==> config.mk <==
export PLATFORM = sky130hd
export DESIGN_NAME = spi_frame_tx
export DESIGN_NICKNAME = d
export VERILOG_FILES = /design/src/rtl/spi_frame_pkg.sv /design/src/rtl/spi_frame_tx_bit_tick.sv /design/src/rtl/spi_frame_tx.sv
export SDC_FILE = /design/constraint.sdc
export NUM_CORES = 1
export LEC_CHECK = 0
export ABC_AREA = 0
export ABC_CLOCK_PERIOD_IN_PS = 4000
export CORE_ASPECT_RATIO = 1.1
export CORE_MARGIN = 2
export CORE_UTILIZATION = 45
export DETAILED_ROUTE_END_ITERATION = 7
export DONT_BUFFER_PORTS = 1
export PLACE_DENSITY_LB_ADDON = 0.08
export RECOVER_POWER = 100
export SLEW_MARGIN = 20
export SYNTH_ARGS = -nofsm -noshare
export SYNTH_HDL_FRONTEND = slang
export SYNTH_SLANG_ARGS = --single-unit
==> constraint.sdc <==
create_clock -name clk -period 4 [get_ports clk]
set_input_delay 0.6 -clock clk [delete_from_list [all_inputs] [get_ports clk]]
set_output_delay 0.6 -clock clk [all_outputs]
set_load 0.03 [all_outputs]
==> src/rtl/spi_frame_pkg.sv <==
// spi_frame_pkg: shared types and constants for the spi_frame_tx serial frame transmitter.
//   state_e      - transmitter FSM states
//   *_DEF        - default parameter values
//   frame_cycles - clk cycles from one accept edge to the next possible accept edge
package spi_frame_pkg;

  typedef enum logic [2:0] {
    StIdle,
    StSync,
    StShift,
    StParity,
    StGap
  } state_e;

  localparam int unsigned DATA_W_DEF   = 16;
  localparam int unsigned CLK_DIV_DEF  = 4;
  localparam int unsigned GAP_BITS_DEF = 1;

  // Sync + data + optional parity + gap bit periods, plus the single IDLE cycle in which
  // tx_ready is seen high again. This is also the back-to-back frame period.
  function automatic int unsigned frame_cycles(input int unsigned data_w,
                                               input int unsigned clk_div,
                                               input int unsigned gap,
                                               input int unsigned parity);
    return (1 + data_w + parity + gap) * clk_div + 1;
  endfunction

endpackage

==> src/rtl/spi_frame_tx_bit_tick.sv <==
// spi_bit_tick: bit-period divider for spi_frame_tx.
//   clk   - system clock
//   reset - synchronous active-high reset
//   clr   - synchronous clear; the next cycle is the first of a new bit period
//   tick  - high on the last clk cycle of each CLK_DIV-cycle bit period
module spi_bit_tick #(
  parameter int unsigned CLK_DIV = 4
) (
  input  logic clk,
  input  logic reset,
  input  logic clr,
  output logic tick
);

  localparam int unsigned    CntW   = $clog2(CLK_DIV);
  localparam logic [CntW-1:0] CntMax = CntW'(CLK_DIV - 1);

  logic [CntW-1:0] cnt_q;

  assign tick = (cnt_q == CntMax);

  always_ff @(posedge clk) begin
    if (reset || clr) begin
      cnt_q <= '0;
    end else if (tick) begin
      cnt_q <= '0;
    end else begin
      cnt_q <= cnt_q + CntW'(1);
    end
  end

endmodule

==> src/rtl/spi_frame_tx.sv <==
// spi_frame_tx: serial frame transmitter. Each accepted word is sent as one frame-sync bit
// period, DATA_W data bits MSB first, then GAP_BITS idle bit periods.
// Optional build macro SPI_FRAME_TX_PARITY_EN adds one even-parity bit after the LSB.
//   clk      - system clock, rising edge
//   reset    - synchronous active-high reset
//   tx_data  - word to send, sampled on the accept edge only
//   tx_valid - word available
//   tx_ready - block can accept a word (IDLE only)
//   spi_fs   - frame sync, high for one bit period before the MSB
//   spi_data - serial data, MSB first
//   busy     - high from the accept edge through the last gap bit
module spi_frame_tx
  import spi_frame_pkg::*;
#(
  parameter int unsigned DATA_W   = DATA_W_DEF,
  parameter int unsigned CLK_DIV  = CLK_DIV_DEF,
  parameter int unsigned GAP_BITS = GAP_BITS_DEF
) (
  input  logic              clk,
  input  logic              reset,
  input  logic [DATA_W-1:0] tx_data,
  input  logic              tx_valid,
  output logic              tx_ready,
  output logic              spi_fs,
  output logic              spi_data,
  output logic              busy
);

  localparam int unsigned       BitCntW = $clog2(DATA_W + 1);
  localparam int unsigned       GapCntW = $clog2(GAP_BITS + 1);
  localparam logic [BitCntW-1:0] LastBit = BitCntW'(DATA_W - 1);
  localparam logic [GapCntW-1:0] LastGap = GapCntW'(GAP_BITS - 1);
`ifdef SPI_FRAME_TX_PARITY_EN
  localparam int unsigned ParityBits = 1;
`else
  localparam int unsigned ParityBits = 0;
`endif

  state_e             state_q;
  logic [DATA_W-1:0]  shift_q;
  logic [BitCntW-1:0] bit_cnt_q;
  logic [GapCntW-1:0] gap_cnt_q;
`ifdef SPI_FRAME_TX_PARITY_EN
  logic               parity_q;
`endif
  logic               accept;
  logic               bit_end;

  // tx_ready is only ever high in IDLE, so this cannot fire mid-frame.
  assign accept = tx_valid && tx_ready;

  spi_bit_tick #(
    .CLK_DIV (CLK_DIV)
  ) u_bit_tick (
    .clk   (clk),
    .reset (reset),
    .clr   (accept),
    .tick  (bit_end)
  );

  // Outputs are loaded with the value for the state being entered, so they change on the
  // same edge as the state and stay aligned with the divider phase.
  always_ff @(posedge clk) begin
    if (reset) begin
      state_q   <= StIdle;
      shift_q   <= '0;
      bit_cnt_q <= '0;
      gap_cnt_q <= '0;
`ifdef SPI_FRAME_TX_PARITY_EN
      parity_q  <= 1'b0;
`endif
      tx_ready  <= 1'b0;
      busy      <= 1'b0;
      spi_fs    <= 1'b0;
      spi_data  <= 1'b0;
    end else begin
      case (state_q)
        StIdle: begin
          spi_fs   <= 1'b0;
          spi_data <= 1'b0;
          if (accept) begin
            shift_q   <= tx_data;
            bit_cnt_q <= '0;
            gap_cnt_q <= '0;
`ifdef SPI_FRAME_TX_PARITY_EN
            parity_q  <= ^tx_data;
`endif
            tx_ready  <= 1'b0;
            busy      <= 1'b1;
            spi_fs    <= 1'b1;
            state_q   <= StSync;
          end else begin
            tx_ready <= 1'b1;
            busy     <= 1'b0;
          end
        end
        StSync: begin
          if (bit_end) begin
            spi_fs   <= 1'b0;
            spi_data <= shift_q[DATA_W-1];
            state_q  <= StShift;
          end
        end
        StShift: begin
          if (bit_end) begin
            if (bit_cnt_q == LastBit) begin
`ifdef SPI_FRAME_TX_PARITY_EN
              spi_data <= parity_q;
              state_q  <= StParity;
`else
              spi_data <= 1'b0;
              state_q  <= StGap;
`endif
            end else begin
              bit_cnt_q <= bit_cnt_q + BitCntW'(1);
              shift_q   <= {shift_q[DATA_W-2:0], 1'b0};
              spi_data  <= shift_q[DATA_W-2];
            end
          end
        end
        StParity: begin
          if (bit_end) begin
            spi_data <= 1'b0;
            state_q  <= StGap;
          end
        end
        StGap: begin
          if (bit_end) begin
            if (gap_cnt_q == LastGap) begin
              tx_ready <= 1'b1;
              busy     <= 1'b0;
              state_q  <= StIdle;
            end else begin
              gap_cnt_q <= gap_cnt_q + GapCntW'(1);
            end
          end
        end
        default: state_q <= StIdle;
      endcase
    end
  end

`ifndef SYNTHESIS
  localparam int unsigned FrameCycles = frame_cycles(DATA_W, CLK_DIV, GAP_BITS, ParityBits);

  // Cycles since the accept edge; a frame must never outlast its nominal length.
  int unsigned age_q;

  always_ff @(posedge clk) begin
    if (reset || accept) begin
      age_q <= 0;
    end else if (busy) begin
      age_q <= age_q + 1;
    end
    if (!reset && busy) begin
      assert (age_q + 32'd2 <= FrameCycles);
      assert (!tx_ready);
    end
  end
`endif

endmodule

-- Word-level counts from Yosys, hierarchy flattened
Index checks and enable logic that the tools add are counted.
- reduce and logical (&&, ||, !) cells: 14
- shifts and indexed selects: 0
- equal/unequal tests: 14
- $lt $le $gt $ge: 0
- $mul: 0
- bitwise logic cells: 0
- multiplexer cells: 34
- div/mod/pow operators: 0
- add/subtract/negate cells: 3
- operators with widths (cell ; number):
    $mux 16 ; 3
    $pmux 16 s2 ; 1
    $mux 3 ; 7
    $mux 5 ; 3
    $pmux 3 s5 ; 1
    $ne 2x2->1 const B ; 7
    $mux 1 ; 13
    $pmux 5 s2 ; 1
    $pmux 1 s2 ; 4
    $reduce_and 4->1 ; 2
    $reduce_and 7->1 ; 1
    $eq 3x2->1 const B ; 2
    $reduce_and 3->1 ; 2
    $reduce_bool 2->1 ; 3
    $add 5x1->5 const B ; 1
    $eq 5x4->1 const B ; 1
    $pmux 1 s4 ; 1
    $reduce_bool 4->1 ; 1
    $eq 3x1->1 const B ; 1
    $eq 3x3->1 const B ; 1
    $logic_not 3->1 ; 1
    $add 2x1->2 const B ; 1
    $eq 2x2->1 const B ; 1
    $ne 2x1->1 const B ; 1
    other kinds (5) ; 5
- bits in read-only memories: 0
- memories kept: 0
- input bits: 19
- bits in writable memories: 0
- output and inout bits: 4
- bits in latches: 0
- register bits: 31
- logic and storage cells: 74

-- Logic depth before layout (Yosys ltp)
- word-level depth: 4
- gate-level depth with buffers: 7
- mapped depth without buffers: 6

-- Modules after synthesis
From an unflattened synthesis, not the netlist that was laid out.
- cell total of the unflattened synthesis: 150
- area total of the unflattened synthesis: 1531.5 µm²
- modules (own cells, without submodules) (module ; sequential area each (µm²) ; area each (µm²) ; cells each ; times used):
    spi_frame_tx ; 560.5 ; 1451.4 ; 145 ; 1
    spi_bit_tick ; 40.0 ; 80.1 ; 5 ; 1

-- Worst setup path after synthesis
Ideal clock, no wire load.
- path kind: flip-flop to flip-flop
- start point: reg bit_cnt_q[0]
- end point: reg shift_q[15]
- period minus slack after synthesis: 1.771 ns
- path buffers: 1
- library setup time: 0.073 ns
- required time: 3.927 ns
- data arrival time: 1.698 ns
- slack: 2.229 ns
- cell stages (with the launch flop): 8
- path through: dfxtp_1 ha_1 and3_1 ha_1 nand3b_4 a211o_4 buf_6 o22ai_2
- cells in the longest elaborated chain, start to end: 3
- ends and longest elaborated chain (element ; RTL line ; RTL):
    start: declaration ; spi_frame_tx.sv:41 ; logic [BitCntW-1:0] bit_cnt_q;
    start signal: assignment ; spi_frame_tx.sv:115 ; bit_cnt_q <= bit_cnt_q + BitCntW'(1);
    $eq 5x4->1 ; spi_frame_tx.sv:106 ; if (bit_cnt_q == LastBit) begin
    $ne 2x2->1 (no source line) ; -- ;
    $reduce_and 4->1 (no source line) ; -- ;
    end signal: assignment ; spi_frame_tx.sv:82 ; shift_q <= tx_data;
    end signal: assignment ; spi_frame_tx.sv:116 ; shift_q <= {shift_q[DATA_W-2:0], 1'b0};
    end: declaration ; spi_frame_tx.sv:40 ; logic [DATA_W-1:0] shift_q;
Every way passes these cells.
A chain may end at the register's enable or synchronous reset.

-- Worst setup path after layout
- start point: reg bit_cnt_q[0]
- end point: reg shift_q[1]
Same word-level chain as after synthesis.

==> metrics.log <==
INFO  metric synthDominantAreaCellType = sky130_fd_sc_hd__dfxtp_1
INFO  metric seqPwrFrac = 52.3%
INFO  metric start_util = 46.81%
INFO  metric criticalPathCategory = flip-flop to flip-flop
INFO  metric antenna-diode-count = 0
INFO  metric cp_cell_sequence = ha_1 -> and3_1 -> ha_1 -> nand3b_1 -> a31oi_4 -> o22ai_1
INFO  metric critical_path.most_common_cell = sky130_fd_sc_hd__ha_1
INFO  metric place.gp.congestion = 0.7572
INFO  metric clk_transition_reported_paths = around 0.10 ns
INFO  metric vias = between 1k and 1.5k
INFO  metric synth.yosys.seq_area_share = about 39%
INFO  metric grt_pass1_vias = 1134
INFO  metric worst-path-max-fanout = 16
INFO  metric cts-buffers-inserted = 5
INFO  metric cts.repair_timing.setup_buffer_count = 0
INFO  metric synth_warnings = 0
INFO  metric power.share.switching = between 20% and 30%
INFO  metric globalRoute.totalOverflow = 0
INFO  metric power.share.clock = 38.3%
INFO  metric layout_setup_ws = 1.819 ns
INFO  metric rows = 22
INFO  metric cts_tree = done
INFO  metric synth_top_area_share = between 30% and 40%
INFO  metric p_comb_share = 9.3%
INFO  metric timing.final.setup_violations = 0
INFO  metric core_area = approximately 0.0033 sq mm
INFO  metric cellLeakagePower = ~0.53 nW
INFO  metric io_buffer_count = 0
INFO  metric post-dp-hpwl = 1.942 mm
INFO  metric num-nets-final = between 150 and 200
INFO  metric period_share = between 50% and 60%
INFO  metric fin_hold_ws = approximately 0.32 ns
INFO  metric clock_network_latency_to_the_later_pin_of_the_worst_skew_pair = 0.34 ns
INFO  metric timing.clock.skew = roughly 0.0040 ns
INFO  metric cellInternalPower = around 470 uW
INFO  metric synth.ff_latch_count = 30
INFO  metric worst-endpoint-required = 4.21 ns
INFO  metric worst_slew_pin_slew = around 0.60 ns
INFO  metric synth_async_sr_flop_share = 0%
INFO  metric area_growth_syn_to_layout = 1.926%
INFO  metric post_cts_hold_buffer_count = 0
INFO  metric max_stage_delay = around 0.60 ns
INFO  metric number_of_violations_reported_at_the_end_of_detailed_routing_iteration_0 = between 40 and 50
INFO  metric die_area = around 0.0040 sq mm
INFO  metric synthesis.area = approximately 0.0016 sq mm
INFO  metric post_route_cells_drive_above_1_share = ~15%
INFO  metric outcome = completed
INFO  metric slew_headroom = 60.15%
INFO  metric finalWorstPathRequiredPeriod = 2.181 ns
INFO  metric routed_via_density = between 5 and 6
INFO  metric routedWlPerCell = between 10 and 15 um
INFO  metric grt_pass1_wl = between 4 and 5 mm
INFO  metric cp-end-kind = flip-flop
INFO  metric grt_max_degree = 21
INFO  metric clockRootBuffer = sky130_fd_sc_hd__clkbuf_4
INFO  metric p_sw = between 150 and 200 uW
INFO  metric rsz0062_at_grt = no
INFO  metric worst_setup_sp_type = flip-flop
INFO  metric grt_antenna_before_repair = 0
INFO  metric syn-instance-count = around 160
INFO  metric cp.arrival = 2.39 ns
INFO  metric detailedPlace.worstSlack = roughly 1.9 ns
INFO  metric total_of_cells_resized_after_clock_tree_synthesis = 0
INFO  metric tritoncts_num_sinks = 30
INFO  metric num-fill-cells = between 300 and 400
INFO  metric max_freq = between 400 and 500 MHz
INFO  metric synth.lib_cells_used.distinct = 39
INFO  metric drt_first_pass_iters = 3
INFO  metric global_route.usage.total = between 15 and 20%
INFO  metric synth.avg_cell_area = a little over 10 sq um
INFO  metric drv_cap = 0
INFO  metric cts_buffer_depth = 2
INFO  metric synth.top_cells.by_area = sky130_fd_sc_hd__dfxtp_1 39%, sky130_fd_sc_hd__mux2i_1 12%, sky130_fd_sc_hd__o22ai_2 8.0%, sky130_fd_sc_hd__inv_1 5.1%, sky130_fd_sc_hd__nand3b_4 2.6%
INFO  metric floorplan.die.height = around 66 um
INFO  metric synth_top_flop_cell = sky130_fd_sc_hd__dfxtp_1
INFO  metric synth_enable_flop_cells = 0
INFO  metric route.antenna.remaining_nets = 0
INFO  metric num_io_pins = 23
INFO  metric detail_route.wirelength = around 2.8 mm
INFO  metric cts_htree_levels = 2
INFO  metric peakVddDrop = around 0.17 mV
INFO  metric path_buf_inv = 0
INFO  metric finalHoldViolations = 0
INFO  metric synth.net_count = ~180
INFO  metric fin_tns_setup = 0 ns
INFO  metric die_width = roughly 60 um
INFO  metric detail_route.drc_violations = 0
INFO  metric finalMaxSlewViolations = 0
INFO  metric power.density_cell_area = slightly above 400 mW/mm^2
INFO  metric hp-class = primary input to flip-flop
INFO  metric cpLargestDelayFamily = compound AO/OA/AOI/OAI gates
INFO  metric critPathSlowestCell = sky130_fd_sc_hd__a31oi_4
==> worst paths after layout <==
path                    endpoint  slack (ns)  cells after the start                 from
max                   shift_q[1]        1.82                      6         bit_cnt_q[0]
min                     tx_ready        0.32                      1                reset
max reg2reg           shift_q[1]        1.82                      6         bit_cnt_q[0]
min reg2reg  u_bit_tick.cnt_q[0]        0.42                      1  u_bit_tick.cnt_q[0]
==> synthesized netlist by cell type, types with 3 or more instances <==
cell / count
sky130_fd_sc_hd__nand3_1: 4
sky130_fd_sc_hd__buf_6: 3
sky130_fd_sc_hd__o22ai_1: 6
sky130_fd_sc_hd__dfxtp_1: 30
sky130_fd_sc_hd__o22ai_2: 10
sky130_fd_sc_hd__nor3_1: 3
sky130_fd_sc_hd__nor2_1: 7
sky130_fd_sc_hd__and3_1: 3
sky130_fd_sc_hd__nand2_1: 7
sky130_fd_sc_hd__buf_4: 3
sky130_fd_sc_hd__inv_1: 21
sky130_fd_sc_hd__mux2i_1: 18
sky130_fd_sc_hd__a21oi_1: 5
sky130_fd_sc_hd__ha_1: 3
==> state kept, by name, indices dropped and copies added (netlist names) <==
signal,flops
tx_ready,1
u_bit_tick.cnt_q,2
state_q,3
spi_fs,1
spi_data,1
bit_cnt_q,5
busy,1
shift_q,16
==> per-stage QoR <==
| step | power, mW | util, % | std cells | area (sq um) |
|---|---|---|---|---|
| 2_1_floorplan | 0.3986 | - | 155 | 1559 |
| 3_3_place_gp | 0.4025 | 46.24 | 194 | 1540 |
| 3_5_place_dp | 0.4057 | 46.24 | 194 | 1540 |
| 4_1_cts | 0.6504 | 48.57 | 202 | 1618 |
| 5_1_grt | 0.6661 | 47.71 | 203 | 1589 |
| 6_report | 0.6389 | 47.71 | 203 | 1589 |
==> area by class of cell <==
class | instances | area (sq um) | area share (%)
Timing Repair Buffer | 1 | 15.01 | 0.9449
Tap cell | 48 | 60.06 | 3.780
Clock buffer | 5 | 37.54 | 2.362
Clock inverter | 3 | 40.04 | 2.520
Sequential cell | 30 | 600.6 | 37.80
Inverter | 21 | 78.83 | 4.961
Multi-Input combinational cell | 95 | 757.0 | 47.64
==> cells in the final DEF (no fill, tap or decap) <==
cell type	n
sky130_fd_sc_hd__o22ai_1	9
sky130_fd_sc_hd__nand2_1	7
sky130_fd_sc_hd__nor4bb_1	1
sky130_fd_sc_hd__o21ba_2	1
sky130_fd_sc_hd__and4bb_2	1
sky130_fd_sc_hd__a22oi_1	1
sky130_fd_sc_hd__o32a_1	1
sky130_fd_sc_hd__nand3_1	4
sky130_fd_sc_hd__clkinv_2	2
sky130_fd_sc_hd__inv_1	21
sky130_fd_sc_hd__a221oi_1	2
sky130_fd_sc_hd__dfxtp_1	30
sky130_fd_sc_hd__o22ai_2	7
sky130_fd_sc_hd__and3_1	3
sky130_fd_sc_hd__o21a_1	2
sky130_fd_sc_hd__nand4_1	1
sky130_fd_sc_hd__o21ai_0	2
sky130_fd_sc_hd__nand3b_1	2
sky130_fd_sc_hd__a31oi_4	1
sky130_fd_sc_hd__or2_1	1
sky130_fd_sc_hd__or3b_2	1
sky130_fd_sc_hd__clkbuf_4	5
sky130_fd_sc_hd__o31ai_1	1
sky130_fd_sc_hd__a211o_4	1
sky130_fd_sc_hd__nor2b_1	1
sky130_fd_sc_hd__nor2_1	7
sky130_fd_sc_hd__bufinv_16	1
sky130_fd_sc_hd__mux2_2	1
sky130_fd_sc_hd__a21oi_1	5
sky130_fd_sc_hd__a311oi_1	2
sky130_fd_sc_hd__mux2i_1	18
sky130_fd_sc_hd__o21bai_1	1
sky130_fd_sc_hd__a21boi_0	2
sky130_fd_sc_hd__nand2b_1	2
sky130_fd_sc_hd__ha_1	3
sky130_fd_sc_hd__nor3_1	3
sky130_fd_sc_hd__nor3b_4	1
sky130_fd_sc_hd__buf_8	1
==> power groups by stage <==
| stage | registers [mW] | logic (mW) | clock network, mW |
|---|---|---|---|
| floorplan | 0.337 | 0.0617 | 0 |
| global placement | 0.341 | 0.0612 | 0 |
| detailed placement | 0.342 | 0.0633 | 0 |
| CTS | 0.335 | 0.0636 | 0.251 |
| global route | 0.337 | 0.0671 | 0.262 |
| finish | 0.334 | 0.0595 | 0.245 |
==> per-layer routing <==
layer	wire, um	global-route usage [%]	part of all wire (%)	vias to the layer above
met5	0	0	0	-
met4	62	9.167	2.2	0
met3	89	4.331	3.2	7
met2	1437	29.35	51	16
met1	1227	18.19	44	520
li1	-	-	-	546
==> logic make-up (layout without fill, tap and decap cells) <==
logic type	after synthesis	in the layout	share of synthesized area, %
AND/OR/NAND/NOR	35	35	14.21
adder cells (fa/ha/maj)	3	3	2.408
buffers and inverters	30	30	10.51
multiplexers	19	19	12.28
flip-flops	30	30	38.52
AO/OA/AOI/OAI	38	38	22.07
Note: power is estimated with default switching activity, not from simulation.
